File: config.mk
export PLATFORM = sky130hd
export DESIGN_NAME = icache_line_fill
export DESIGN_NICKNAME = d
export VERILOG_FILES = /design/src/rtl/icache_line_fill.sv
export SDC_FILE = /design/constraint.sdc
export NUM_CORES = 1
export LEC_CHECK = 0
export ABC_CLOCK_PERIOD_IN_PS = 6900
export BUFFER_PORTS_ARGS = -buffer_cell sky130_fd_sc_hd__clkbuf_2
export CAP_MARGIN = 0
export CORE_AREA = 2 2 294 296
export DETAILED_ROUTE_END_ITERATION = 6
export DIE_AREA = 0 0 296 298
export HOLD_SLACK_MARGIN = 0.12
export PLACE_DENSITY_LB_ADDON = 0.15
export SYNTH_ARGS = -nofsm -noshare
export SYNTH_HDL_FRONTEND = slang
export SYNTH_SLANG_ARGS = --single-unit
File: constraint.sdc
create_clock -name clk -period 6.9 [get_ports clk]
set_input_delay 1.38 -clock clk [delete_from_list [all_inputs] [get_ports clk]]
set_output_delay 1.38 -clock clk [all_outputs]
set_load 0.1 [all_outputs]
File: src/rtl/icache_line_fill.sv
`default_nettype none
// ============================================================================
//  Module   : icache_line_fill
//  Purpose  : Memory-side line-fill engine for the instruction cache. On a
//             miss it issues one 64-byte read on the system bus, collects
//             LINE_BEATS response beats into a full line and reports a
//             bit-granular progress count that reaches 512 when the line is
//             complete.
//  Options  : ICACHE_FILL_RESPTAG_CHECK_EN - when defined, response beats are
//             accepted only if bus_resptag matches REQ_TAG.
//  Revision : 1.0 - initial release
// ============================================================================
module icache_line_fill #(
  parameter int                         BUS_DATA_WIDTH = 64,
  parameter int                         BUS_TAG_WIDTH  = 13,
  parameter logic [BUS_TAG_WIDTH-1:0]   REQ_TAG        = 13'h1100,
  parameter int                         LINE_BEATS     = 8
) (
  input  logic                                 clk,
  input  logic                                 reset,        // async, active-low
  // icache side
  input  logic                                 in_miss,
  input  logic [BUS_DATA_WIDTH-1:0]            in_pc,
  input  logic                                 in_stall,
  // bus request channel
  output logic                                 bus_reqcyc,
  output logic [BUS_DATA_WIDTH-1:0]            bus_req,
  output logic [BUS_TAG_WIDTH-1:0]             bus_reqtag,
  input  logic                                 bus_reqack,
  // bus response channel
  input  logic                                 bus_respcyc,
  input  logic [BUS_DATA_WIDTH-1:0]            bus_resp,
  input  logic [BUS_TAG_WIDTH-1:0]             bus_resptag,
  output logic                                 bus_respack,
  // fill result towards the icache
  output logic [BUS_DATA_WIDTH*LINE_BEATS-1:0] out_data,
  output logic [9:0]                           out_offset,
  output logic                                 out_busy
);

  localparam int                   LINE_W      = BUS_DATA_WIDTH * LINE_BEATS;
  localparam int                   LINE_ALIGN  = $clog2(LINE_W / 8);
  localparam int                   BEAT_W      = $clog2(LINE_BEATS);
  localparam int                   OFFSET_W    = 10;
  localparam logic [OFFSET_W-1:0]  OFFSET_STEP = OFFSET_W'(BUS_DATA_WIDTH);
  localparam logic [BEAT_W-1:0]    LAST_BEAT   = BEAT_W'(LINE_BEATS - 1);

  typedef enum logic [1:0] {
    IDLE = 2'd0,
    REQ  = 2'd1,
    RESP = 2'd2,
    DONE = 2'd3
  } state_t;

  state_t                   state_q;
  logic [BEAT_W-1:0]        beat_q;
  logic [BEAT_W-1:0]        beat_d;
  logic [LINE_W-1:0]        data_q;
  logic [OFFSET_W-1:0]      offset_q;
  logic [OFFSET_W-1:0]      offset_d;
  logic                     reqcyc_q;
  logic [BUS_DATA_WIDTH-1:0] req_q;
  logic [BUS_TAG_WIDTH-1:0] reqtag_q;
  logic                     tag_ok;
  logic                     accept;

  // Beat qualification: optionally filter responses that belong to another requester.
`ifdef ICACHE_FILL_RESPTAG_CHECK_EN
  assign tag_ok = (bus_resptag == REQ_TAG);
`else
  assign tag_ok = 1'b1;
`endif

  // A beat is only taken while collecting; a response arriving together with
  // the request ack is left on the bus for the responder to re-present.
  assign accept   = (state_q == RESP) && bus_respcyc && tag_ok;

  // Progress counters advance together; the beat index wraps to 0 after the
  // last beat, the DONE state acting as the line-complete flag.
  assign beat_d   = beat_q + 1'b1;
  assign offset_d = offset_q + OFFSET_STEP;

  // Fill sequencer: latch the miss, hold the request, collect beats, hand off.
  always_ff @(posedge clk or negedge reset) begin
    if (!reset) begin
      state_q  <= IDLE;
      beat_q   <= '0;
      data_q   <= '0;
      offset_q <= '0;
      reqcyc_q <= 1'b0;
      req_q    <= '0;
      reqtag_q <= '0;
    end else begin
      case (state_q)
        IDLE: begin
          offset_q <= '0;
          if (in_miss) begin
            beat_q   <= '0;
            reqcyc_q <= 1'b1;
            req_q    <= {in_pc[BUS_DATA_WIDTH-1:LINE_ALIGN], {LINE_ALIGN{1'b0}}};
            reqtag_q <= REQ_TAG;
            state_q  <= REQ;
          end
        end
        REQ: begin
          if (bus_reqack) begin
            reqcyc_q <= 1'b0;
            req_q    <= '0;
            reqtag_q <= '0;
            state_q  <= RESP;
          end
        end
        RESP: begin
          if (accept) begin
            data_q[beat_q*BUS_DATA_WIDTH +: BUS_DATA_WIDTH] <= bus_resp;
            beat_q   <= beat_d;
            offset_q <= offset_d;
            if (beat_q == LAST_BEAT) begin
              state_q <= DONE;
            end
          end
        end
        DONE: begin
          // The icache samples the line on the first unstalled cycle.
          if (!in_stall) begin
            offset_q <= '0;
            state_q  <= IDLE;
          end
        end
        default: begin
          state_q <= IDLE;
        end
      endcase
    end
  end

  assign bus_reqcyc  = reqcyc_q;
  assign bus_req     = req_q;
  assign bus_reqtag  = reqtag_q;
  assign bus_respack = accept;
  assign out_data    = data_q;
  assign out_offset  = offset_q;
  assign out_busy    = (state_q != IDLE);

  // Line-offset address bits and (in the default build) the response tag
  // carry no information for this block.
  logic unused_inputs;
  assign unused_inputs = ^{in_pc[LINE_ALIGN-1:0], bus_resptag};

endmodule
`default_nettype wire

* After elaboration in Yosys (flattened, before gate mapping)
Cells that the tools add are included.
** Storage, ports and cells
- Word-level logic and storage cells :: 54
- Input bits :: 147
- Bits in registers :: 605
** Operators by class
- Equal/unequal tests :: 9
- Multiplexer cells :: 22
- Reductions and logical operators :: 11
- Add/sub/neg operators :: 3
- Shift-type cells :: 2
** Operators with widths (count)
- bitwise mux 512 bit :: 1
- variable shift 64 x 34 -> 512 bit (first input constant) :: 1
- indexed part select 64 x 34 -> 512 bit :: 1
- two-way mux 64 bit :: 2
- case mux 64 bit (2 select lines) :: 1
- negation 9 -> 34 bit :: 1
- case mux 10 bit (3 select lines) :: 1
- two-way mux 13 bit :: 2
- case mux 13 bit (2 select lines) :: 1
- two-way mux 10 bit :: 2
- adder 10 x 7 -> 10 bit (second input constant) :: 1
- two-way mux 2 bit :: 5
- AND reduction 3 bit :: 3
- != test 2 bit (second input constant) :: 4
- case mux 2 bit (4 select lines) :: 1
- two-way mux 3 bit :: 2
- case mux 3 bit (2 select lines) :: 1
- nonzero test 2 bit :: 3
- AND reduction 5 bit :: 1
- == test 2 bit (second input constant) :: 2
- adder 3 x 1 -> 3 bit (second input constant) :: 1
- == test 3 bit (second input constant) :: 1
- nonzero test 3 bit :: 1
- == test 2 x 1 -> 1 bit (second input constant) :: 1
- other kinds (6) :: 7

* Longest topological paths before layout
Gate-level depths: netlist (run 1).
- Word-level depth :: 4
- Depth in mapped cells :: 10
- Depth with buffers taken out :: 6

* Worst setup path after synthesis (run 1)
Ideal clock, no wire load.
- Kind :: in2out
- Start :: input port bus_respcyc
- End :: output port bus_respack
- Data arrival time :: 1.823 ns
- Required time :: 5.520 ns
- Stages on the path :: 2
- Slack :: 3.697 ns
- Path through :: nand2_1 -> inv_2
** On the way
- Word-level cells in the longest chain between the ends :: 1
** Ends and longest elaborated chain
- from (decl) :: line 31 : input logic bus_respcyc,
- logical AND 1 bit :: line 76 : assign accept = (state_q == RESP) && bus_respcyc && tag_ok;
- to (decl) :: line 34 : output logic bus_respack,
Every way passes these cells.

* Worst setup path after layout (run 1)
- Start :: register beat_q[1]
- End :: register data_q[462], in the netlist out_data[462]
** On the way
- Word-level cells in the longest chain between the ends :: 3
** Ends and longest elaborated chain
- from (decl) :: line 56 : logic [BEAT_W-1:0] beat_q;
- from (signal assigned) :: line 116 : beat_q <= beat_d;
- negation 9 -> 34 bit * :: line 115 : data_q[beat_q*BUS_DATA_WIDTH +: BUS_DATA_WIDTH] <= bus_resp;
- indexed part select 64 x 34 -> 512 bit or variable shift 64 x 34 -> 512 bit (tied branches) :: line 115
- bitwise mux 512 bit * :: line 115
- to (signal, indexed assignment) :: line 115
- to (decl) :: line 58 : logic [LINE_W-1:0] data_q;
Every way passes the cells marked *; elsewhere a longest branch is shown, timed or not.
A chain may end at the register's enable or synchronous reset.

==> results of run 1 <==
## Yosys cell counts
| master | n | area, um2 |
|---|---|---|
| sky130_fd_sc_hd__mux2_2 | 4 | 45.0 |
| sky130_fd_sc_hd__o32a_1 | 1 | 10.0 |
| sky130_fd_sc_hd__or3_1 | 1 | 6.26 |
| sky130_fd_sc_hd__a22o_1 | 62 | 543 |
| sky130_fd_sc_hd__nand4b_1 | 1 | 8.76 |
| sky130_fd_sc_hd__nor4b_4 | 1 | 23.8 |
| sky130_fd_sc_hd__o21ai_1 | 114 | 571 |
| sky130_fd_sc_hd__nor4b_2 | 1 | 15.0 |
| sky130_fd_sc_hd__clkbuf_1 | 74 | 278 |
| sky130_fd_sc_hd__nor4_1 | 3 | 18.8 |
| sky130_fd_sc_hd__and3_1 | 65 | 407 |
| sky130_fd_sc_hd__o22ai_1 | 3 | 18.8 |
| sky130_fd_sc_hd__nand3_1 | 5 | 25.0 |
| sky130_fd_sc_hd__buf_6 | 7 | 78.8 |
| sky130_fd_sc_hd__o211ai_1 | 1 | 7.51 |
| sky130_fd_sc_hd__nand2_1 | 388 | 1460 |
| sky130_fd_sc_hd__a21o_1 | 2 | 15.0 |
| sky130_fd_sc_hd__conb_1 | 1 | 3.75 |
| sky130_fd_sc_hd__buf_1 | 14 | 52.6 |
| sky130_fd_sc_hd__nand4_1 | 3 | 18.8 |
| sky130_fd_sc_hd__o2111a_1 | 1 | 11.3 |
| sky130_fd_sc_hd__nor2b_1 | 10 | 62.6 |
| sky130_fd_sc_hd__inv_1 | 257 | 965 |
| sky130_fd_sc_hd__dfrtp_1 | 580 | 14500 |
| sky130_fd_sc_hd__nand3b_1 | 1 | 7.51 |
| sky130_fd_sc_hd__a22oi_1 | 1 | 7.51 |
| sky130_fd_sc_hd__and4b_1 | 1 | 10.0 |
| sky130_fd_sc_hd__and3b_1 | 1 | 8.76 |
| sky130_fd_sc_hd__inv_2 | 3 | 11.3 |
| sky130_fd_sc_hd__mux2_1 | 130 | 1460 |
| sky130_fd_sc_hd__or2_1 | 2 | 12.5 |
| sky130_fd_sc_hd__o21ai_0 | 110 | 551 |
| sky130_fd_sc_hd__nand2b_1 | 6 | 37.5 |
| sky130_fd_sc_hd__nor3b_1 | 1 | 7.51 |
| sky130_fd_sc_hd__o2bb2ai_1 | 17 | 149 |
| sky130_fd_sc_hd__nor4bb_1 | 2 | 20.0 |
| sky130_fd_sc_hd__o41ai_1 | 1 | 8.76 |
| sky130_fd_sc_hd__ha_1 | 12 | 150 |
| sky130_fd_sc_hd__and2_1 | 2 | 12.5 |
| sky130_fd_sc_hd__or4_1 | 2 | 15.0 |
| sky130_fd_sc_hd__buf_2 | 43 | 215 |
| sky130_fd_sc_hd__buf_4 | 40 | 300 |
| sky130_fd_sc_hd__mux2i_1 | 251 | 2510 |
| sky130_fd_sc_hd__nor2_1 | 4 | 15.0 |
## flip-flops by register name (all words and copies together), names as in the netlist
register	count
beat_q	3
bus_req	58
out_offset	4
out_data	512
state_q	2
bus_reqtag	1
## stage by stage
stage | hold slack [ps] | worst slack, ps | instance area [um2]
after floorplan | 512 | 3700 | 24800
after global placement | 471 | 2480 | 29200
after detailed placement | 480 | 2390 | 29200
after CTS | 493 | 2470 | 31500
after global routing | 505 | 2320 | 31500
final | 486 | 2620 | 31500
## power by group through the flow
stage	clock network, mW	registers (mW)	logic (mW)
CTS	3.78	4.65	9.47
detailed placement	0	4.70	9.46
global route	3.93	4.75	9.73
finish	3.66	4.65	9.38
floorplan	0	10.4	1.76
global placement	0	4.67	9.38
## critical path: stages (launching register included)
cell	delay (ps)
sky130_fd_sc_hd__dfrtp_1	380
sky130_fd_sc_hd__inv_1	80
sky130_fd_sc_hd__ha_1	240
sky130_fd_sc_hd__ha_4	960
sky130_fd_sc_hd__or2_4	860
sky130_fd_sc_hd__or4_4	930
sky130_fd_sc_hd__buf_4	480
sky130_fd_sc_hd__mux2i_1	230
## layer usage
metal | wire length [um] | part of all wire, % | global-route usage, % | up-vias
li1 | - | - | - | 8576
met1 | 38800 | 41 | 26.1 | 9726
met2 | 46300 | 49 | 35.6 | 591
met3 | 6740 | 7.1 | 5.78 | 138
met4 | 2640 | 2.8 | 6.88 | 0
met5 | 0 | 0 | 0 | -
## kinds of logic after synthesis
kind of cell    count (synthesis)  share of synthesized area (%)
compound gates                313                           7.67
fa+ha+maj                      12                          0.609
buf+inv                       438                           7.70
flops                         580                           58.8
mux                           385                           16.3
other cells                     1                         0.0152
simple gates                  500                           8.87
## worst min-delay path by stage
stage | from | endpoint | slack [ps] | cells past startpoint
after floorplan | state_q[1]$_DFFE_PN0P_ | state_q[1]$_DFFE_PN0P_ | 510 | 1
after global placement | out_data[446]$_DFFE_PN0P_ | out_data[446]$_DFFE_PN0P_ | 470 | 1
after detailed placement | out_data[48]$_DFFE_PN0P_ | out_data[48]$_DFFE_PN0P_ | 480 | 1
after CTS | out_data[48]$_DFFE_PN0P_ | out_data[48]$_DFFE_PN0P_ | 490 | 1
after global routing | out_data[14]$_DFFE_PN0P_ | out_data[14]$_DFFE_PN0P_ | 500 | 1
final | out_data[32]$_DFFE_PN0P_ | out_data[32]$_DFFE_PN0P_ | 490 | 1
## final cells by class
type	instances	area (um2)
diodes	1	2.50
clock buffers	97	1970
clock inverters	24	262
fillers	8583	53400
inverters	260	976
multi-input cells	1233	8470
flip-flops and latches	580	14500
well taps	1144	1430
repair buffers	739	3840
==> results.toml, run 1 <==
[run_status]
status = "finished with violations"
violations_in_the_final_reports = "design-rule violations"

[timing]
timing.clock.skew_ps = 21.1
maxClockFrequency_mhz = 234
setup_tns_ps = 0
setup_viol = 0
worst_pin_slew_ps = 1140
timing.final.crit_share_pct = 62.0
grt_setup_unrepaired = "no"
timing.final.max_slew_violations = 0
layout_min_cycle_time_ps = 4280
maxSlewHeadroom_pct = 24.0
final-hold-violation-count = 0

[finish]
nNetsFinal = 3042
layout-area-overhead-vs-synth_pct = 27.6
commonest_non_fill_non_tap_cell_in_the_layout = "sky130_fd_sc_hd__clkbuf_2"
layout-drive-gt1-share_pct = 29.8
final_cell_mix = "705 x sky130_fd_sc_hd__clkbuf_2, 579 x sky130_fd_sc_hd__dfrtp_1, 388 x sky130_fd_sc_hd__nand2_1"
post_layout_nonfiller_instances = 4078
final_util_pct = 37.1

[critical_path]
worstPathRequired_ps = 7420
end_kind = "flop"
worst-path-max-fanout = 77
critPathKind = "reg -> reg"
nature_of_the_critical_path_startpoint = "flop"
worst_case_reg_to_reg_path_depth = 7
critPathCapture = "out_data[462]$_DFFE_PN0P_"
cp.arrival_ps = 4790
ff2ff_setup_slack_ps = 2620
worst_r2r_startpoint = "beat_q[1]$_DFFE_PN0P_"
setup.worst_path.start = "beat_q[1]$_DFFE_PN0P_"
worst_r2r_endpoint = "out_data[462]$_DFFE_PN0P_"

[logic_synthesis]
share_of_the_yosys_chip_area_belonging_to_registers_pct = 58.8
synth-warning-count = 0
syn_avg_cell_area_um2 = 11.1
syn_inst = 2229
ys_ff_latch = 580
synth_area_mm2 = 0.0247
post_synth_num_cell_types = 44

[floorplanning]
fp.dieArea_mm2 = 0.0882
chip_height_um = 298
io_pins = 749
starting_density_pct = 29.1
num_rows = 107
die_width_um = 296
core_area_mm2 = 0.0849

[run]
cap_viol_max_count = 0

[detailed_routing]
post_drt_wl_per_cell_um = 23.2
wl_mm = 94.5
drtPass1Iterations = 7
drt_iter0_drc = 1045
detailroute.via_count = 19000
route.detailed.vias_per_inst = 4.67
detail_route.drc_violations = 3
drt.antenna.violating_nets = 0

[pwr]
power.combinational.fraction_pct = 53.0
p_per_area_mw_per_mm2 = 562
leakagePower_nw = 16.3
total_power_mw = 17.7
internal_power_mw = 7.66
netSwitchingPower_mw = 10.0
power.switching_fraction_pct = 56.7
seq_power_share_pct = 26.3
pwr-share-clk_pct = 20.7
worst_ir_drop_vdd_mv = 0.461

[placement]
place_congestion = 0.788
placement.io_buffers = 706
dp_hpwl_mm = 63.0
dp.cells = 3956

[clocking]
clock_insertion_delay_worst_skew_ps = 610
cts_made_buffers = 69
post_cts_resize_count = 0
htree_num_levels = 3
cts_setup_buffers = 0
clock_tree.root_cell = "sky130_fd_sc_hd__clkbuf_16"
clk_transition_reported_paths_ps = 60
tritoncts = "built"
cts.sinks = 580
clock_path_buffers = 3
ctsHoldBuffers = 0

[global_routing]
grt-ovfl-total = 0
antenna_found_initial = 2
grt_pass1_vias = 19800
first_pass_grt_wire_length_mm = 138
groute.usage.overall_pct = 21.2
grt_start_max_net_pins = 118

[worst_hold_path]
min_path_type = "reg -> reg"
No activity file was read; power rests on OpenSTA's default activity.
==> run 2, diff against run 1 <==
Settings changed: ABC_AREA set to 1, ABC_CLOCK_PERIOD_IN_PS 6900 to 3980, CORE_AREA 2 2 294 296 to 2 2 292 294, DIE_AREA 0 0 296 298 to 0 0 294 296.
Clock period 6.9 ns to 3.98 ns, I/O delays scaled along.
==> run 2 against run 1 <==
  * The run now ends clean
  * Clock skew grew 9.3 ps
  * First-iteration DRC count is 61% higher
  * Critical path depth down 2
  * Hold slack got worse by 280 ps
  * Wire length rose by 19%
  * Die area is 1.3% lower
  * Synthesized cell count rose by 43%
  * Sequential share of layout area fell by 1.3 points
  * Register-to-register slack worse by 1900 ps
  * Non-clock buffer count up 18
  * Critical path type is now reg -> out
  * Critical endpoint is now bus_respack
  * Largest power group unchanged
==> results.toml, run 2 <==
[run_status]
status = "finished, final reports clean"

[clocking]
ctsHoldBuffers = 0
cts_setup_buffers = 0
clock_tree.root_cell = "sky130_fd_sc_hd__clkbuf_16"
cts_made_buffers = 70
clock_insertion_delay_worst_skew_ps = 620
cts.sinks = 580
post_cts_resize_count = 0
clk_transition_reported_paths_ps = 60
clock_path_buffers = 3
htree_num_levels = 3
tritoncts = "built"

[timing]
timing.final.max_slew_violations = 0
maxSlewHeadroom_pct = 33.4
timing.clock.skew_ps = 30.4
final-hold-violation-count = 0
grt_setup_unrepaired = "no"
setup_tns_ps = 0
layout_min_cycle_time_ps = 3550
worst_pin_slew_ps = 999
timing.final.crit_share_pct = 89.2
maxClockFrequency_mhz = 282
setup_viol = 0

[placement]
dp_hpwl_mm = 76.0
place_congestion = 0.848
placement.io_buffers = 706

[floorplanning]
chip_height_um = 296
fp.dieArea_mm2 = 0.0870
num_rows = 107
io_pins = 749
core_area_mm2 = 0.0842
starting_density_pct = 30.3
die_width_um = 294

[logic_synthesis]
synth.most_common_cell = "sky130_fd_sc_hd__nand2_1"
area_fraction_of_the_dominant_cell_type_after_synthesis_pct = 56.9
ys_ff_latch = 580
synth-edff-count = 0
post_synth_num_cell_types = 27
share_of_the_yosys_chip_area_belonging_to_registers_pct = 56.9
synth_ff_type = "sky130_fd_sc_hd__dfrtp_1"
synthTopCellsByArea = "sky130_fd_sc_hd__dfrtp_1 57%, sky130_fd_sc_hd__nand2_1 20%, sky130_fd_sc_hd__nand3_1 4.8%"
async_reset_ff_share_pct = 100
synth_top_cell_by_area = "sky130_fd_sc_hd__dfrtp_1"
synth_area_mm2 = 0.0255
syn_inst = 3190
syn_avg_cell_area_um2 = 7.99
synth-warning-count = 0
synth.cells.most_frequent = "1376 x sky130_fd_sc_hd__nand2_1, 580 x sky130_fd_sc_hd__dfrtp_1, 307 x sky130_fd_sc_hd__nor2_1"

[detailed_routing]
detail_route.drc_violations = 0
drt_iter0_drc = 1684
post_drt_wl_per_cell_um = 22.8
drtPass1Iterations = 5
drt.antenna.violating_nets = 0
route.detailed.vias_per_inst = 4.79
detailroute.via_count = 23700
wl_mm = 112

[finish]
nNetsFinal = 3956
layout-area-overhead-vs-synth_pct = 27.1
largest_register_ffs = 512
final_util_pct = 38.5
layout-drive-gt1-share_pct = 23.5
multi_input_comb_area_mm2 = 0.00968
commonest_non_fill_non_tap_cell_in_the_layout = "sky130_fd_sc_hd__nand2_1"
final_cell_mix = "1373 x sky130_fd_sc_hd__nand2_1, 705 x sky130_fd_sc_hd__clkbuf_2, 579 x sky130_fd_sc_hd__dfrtp_1"
register_area_mm2 = 0.0145
nFillCells = 8950

[critical_path]
worst_r2r_endpoint = "out_data[503]$_DFFE_PN0P_"
timing.critical_path.slowest_cell_delay_ps = 530
setup.worst_path.start = "state_q[0]$_DFFE_PN0P_"
cp.arrival_ps = 2750
worst_r2r_startpoint = "state_q[0]$_DFFE_PN0P_"
worstPathRequired_ps = 3180
ff2ff_setup_slack_ps = 730
timing.critical_path.cells = "inv_1 > ha_1 > nand2_4 > inv_2 > clkbuf_2"
nature_of_the_critical_path_startpoint = "flop"
critPathKind = "reg -> out"
worst-path-max-fanout = 30
critPathCapture = "bus_respack"
worst_case_reg_to_reg_path_depth = 10
critPathSlowestCell = "sky130_fd_sc_hd__clkbuf_2"
end_kind = "output port"

[global_routing]
antenna_found_initial = 9
groute.usage.overall_pct = 25.2
grt_pass1_vias = 22500
first_pass_grt_wire_length_mm = 162
grt-ovfl-total = 0
grt_start_max_net_pins = 76

[pwr]
worst_ir_drop_vdd_mv = 0.627
p_per_area_mw_per_mm2 = 741
total_power_mw = 24.0
leakagePower_nw = 18.6

[run]
cap_viol_max_count = 0

[worst_hold_path]
min_path_type = "in -> async"
run 2: routing by layer:
metal	up-vias	global-route usage (%)	share of wire, %
li1	11200	-	-
met4	6	7.17	2.9
met1	11500	33.8	43
met3	154	6.97	7.8
met5	-	0	0.036
met2	772	39.8	46
run 2: area by class of cell:
type                            instances  share of cell area, %
Timing Repair Buffer                  757                   12.6
Sequential cell                       580                   44.8
Clock inverter                         26                   1.19
Antenna cell                            4                 0.0309
Tap cell                             1090                   4.21
Multi-Input combinational cell       2292                   29.9
Clock buffer                           99                   6.15
Inverter                               96                   1.14
run 2: where the power goes:
| part | internal, mW | switching, mW |
|---|---|---|
| Clock | 3.98 | 2.76 |
| Sequential | 6.52 | 0.337 |
| Combinational | 1.40 | 9.01 |
| Total | 11.9 | 12.1 |
run 2: through the flow:
step / instances / setup slack, ps / cell area, um2 / hold slack (ps)
after detailed placement: 4815 / 791 / 30000 / 457
final: 4944 / 431 / 32400 / 210
after CTS: 4940 / 389 / 32400 / 208
after floorplan: 3212 / 1820 / 25600 / 500
after global placement: 4815 / 853 / 30000 / 454
after global routing: 4941 / 269 / 32400 / 232
run 2: cell families (layout without fill, tap and decap cells):
| logic type | after synthesis | after routing | share of synthesized area, % |
|---|---|---|---|
| compound gates | 274 | 274 | 5.38 |
| other cells | 1 | 27 | 0.0147 |
| fa+ha+maj | 12 | 12 | 0.589 |
| simple gates | 1983 | 1983 | 31.1 |
| buf+inv | 340 | 978 | 5.99 |
| flops | 580 | 580 | 56.9 |
run 2: worst max-delay path, delay by kind of cell, from the launching register on:
| kind | cells | cell delay [ps] |
|---|---|---|
| buf+inv | 3 | 970 |
| fa+ha+maj | 1 | 370 |
| flops | 1 | 430 |
| simple gates | 1 | 330 |
run 2: worst min-delay path by stage:
| stage | end | slack [ps] | depth (start not counted) |
|---|---|---|---|
| final | out_data[386]$_DFFE_PN0P_ | 210 | 1 |
| after global routing | out_data[144]$_DFFE_PN0P_ | 230 | 1 |
| after global placement | out_data[161]$_DFFE_PN0P_ | 450 | 2 |
| after floorplan | beat_q[0]$_DFFE_PN0P_ | 500 | 0 |
| after CTS | out_data[144]$_DFFE_PN0P_ | 210 | 1 |
| after detailed placement | out_data[141]$_DFFE_PN0P_ | 460 | 2 |
==> run 3, diff against run 2 <==
Settings changed: PLACE_DENSITY_LB_ADDON 0.15 to not set.
==> run 3 against run 2 <==
  * Hold slack better by 32 ps
  * Clock skew fell by 4.6 ps
  * Combinational power is essentially flat
  * Utilization is 0.13 points higher
  * Sequential share of layout area is 0.15 points lower
  * Design area is 0.34% higher
  * Via count rose by 2.6%
  * Fmax grew 0.58%
  * Power about the same
  * Die area unchanged
==> results.toml, run 3 (synthesis results as in run 2) <==
[floorplanning]
fp.dieArea_mm2 = 0.0870
io_pins = 749
die_width_um = 294
starting_density_pct = 30.3
core_area_mm2 = 0.0842
num_rows = 107
chip_height_um = 296

[clocking]
cts_made_buffers = 70
cts_setup_buffers = 0
htree_num_levels = 3
clock_tree.root_cell = "sky130_fd_sc_hd__clkbuf_16"
ctsHoldBuffers = 0
cts.sinks = 580
tritoncts = "built"
clock_insertion_delay_worst_skew_ps = 610
clk_transition_reported_paths_ps = 60
post_cts_resize_count = 0
clock_path_buffers = 3

[placement]
dp_hpwl_mm = 76.1
placed_cell_area_mm2 = 0.0302
dp.cells = 4834
place_congestion = 0.884
placement.io_buffers = 706
preCtsSetupSlack_ps = 834

[critical_path]
worst-path-max-fanout = 28
worst_r2r_endpoint = "out_data[426]$_DFFE_PN0P_"
worst_case_reg_to_reg_path_depth = 9
worstPathRequired_ps = 3180
worst_r2r_startpoint = "state_q[0]$_DFFE_PN0P_"
setup.worst_path.start = "state_q[0]$_DFFE_PN0P_"
ff2ff_setup_slack_ps = 830
nature_of_the_critical_path_startpoint = "flop"
critPathKind = "reg -> out"
cp.arrival_ps = 2730
end_kind = "output port"

[global_routing]
grt_start_max_net_pins = 114
grt-ovfl-total = 0
grt_pass1_vias = 23200
antenna_found_initial = 6
first_pass_grt_wire_length_mm = 162
groute.usage.overall_pct = 25.1

[pwr]
leakagePower_nw = 18.7
worst_ir_drop_vdd_mv = 0.789
p_per_area_mw_per_mm2 = 738

[timing]
timing.final.crit_share_pct = 88.7
final-hold-violation-count = 0
layout_min_cycle_time_ps = 3530
maxClockFrequency_mhz = 283
finalWorstSetupSlack_ps = 452
timing.clock.skew_ps = 25.8
setup_tns_ps = 0
worst_pin_slew_ps = 1050
maxSlewHeadroom_pct = 29.9
timing.final.max_slew_violations = 0
setup_viol = 0
grt_setup_unrepaired = "no"

[detailed_routing]
detail_route.drc_violations = 0
drt.antenna.violating_nets = 0
drtPass1Iterations = 7
detailroute.via_count = 24300
drt_iter0_drc = 1774
wl_mm = 112
route.detailed.vias_per_inst = 4.90
post_drt_wl_per_cell_um = 22.6

[run_status]
status = "finished, final reports clean"

[finish]
layout.cell_area.non_filler_mm2 = 0.0325
largest_register_ffs = 512
multi_input_comb_area_mm2 = 0.00967
register_area_mm2 = 0.0145
nFillCells = 8855
post_layout_nonfiller_instances = 4954
final_cell_mix = "1373 x sky130_fd_sc_hd__nand2_1, 705 x sky130_fd_sc_hd__clkbuf_2, 579 x sky130_fd_sc_hd__dfrtp_1"
nNetsFinal = 3975
layout-area-overhead-vs-synth_pct = 27.5
layout-drive-gt1-share_pct = 23.9
commonest_non_fill_non_tap_cell_in_the_layout = "sky130_fd_sc_hd__nand2_1"

[worst_hold_path]
min_path_type = "in -> async"

[run]
cap_viol_max_count = 0
[run 3: final cells by class]
cell class / count / share of cell area [%]
Sequential cell: 580 / 44.7
Multi-Input combinational cell: 2292 / 29.7
Timing Repair Buffer: 776 / 13.1
Clock buffer: 98 / 6.20
Tap cell: 1090 / 4.19
Inverter: 96 / 1.13
Clock inverter: 21 / 1.01
Antenna cell: 1 / 0.00770
[run 3: metrics by stage]
step                utilization [%]  hold slack, ps  total power, mW
floorplan                         -             500             14.6
global placement               35.8             455             17.5
detailed placement             35.8             458             17.5
CTS                            38.6             286             24.2
global route                   38.6             294             25.0
finish                         38.6             242             24.0
[run 3: worst max-delay path by stage]
stage / to / cells after the start
after floorplan: out_data[132]$_DFFE_PN0P_ / 10
after global placement: out_data[426]$_DFFE_PN0P_ / 9
after detailed placement: out_data[426]$_DFFE_PN0P_ / 9
after CTS: bus_respack / 5
after global routing: bus_respack / 5
final: bus_respack / 5
[run 3: where the power goes]
part           switching (mW)  leakage (nW)  internal, mW  total [mW]
Sequential              0.344          7.94          6.52        6.87
Combinational            9.11          9.61          1.44        10.5
Clock                    2.69          1.14          3.89        6.58
Total                    12.2          18.7          11.8        24.0
[run 3: layer usage]
| layer | routed length (um) | global-route usage [%] | vias up |
|---|---|---|---|
| met4 | 3680 | 8.35 | 2 |
| met1 | 48500 | 34.3 | 11900 |
| li1 | - | - | 11200 |
| met2 | 50900 | 39.2 | 993 |
| met5 | 13 | 0 | - |
| met3 | 8790 | 5.64 | 196 |
[run 3: worst max-delay path, stage by stage (launching register included)]
cell and delay (ps):
sky130_fd_sc_hd__dfrtp_1 430, sky130_fd_sc_hd__inv_1 120, sky130_fd_sc_hd__ha_1 370, sky130_fd_sc_hd__nand2_4 320
sky130_fd_sc_hd__inv_2 320, sky130_fd_sc_hd__clkbuf_2 530
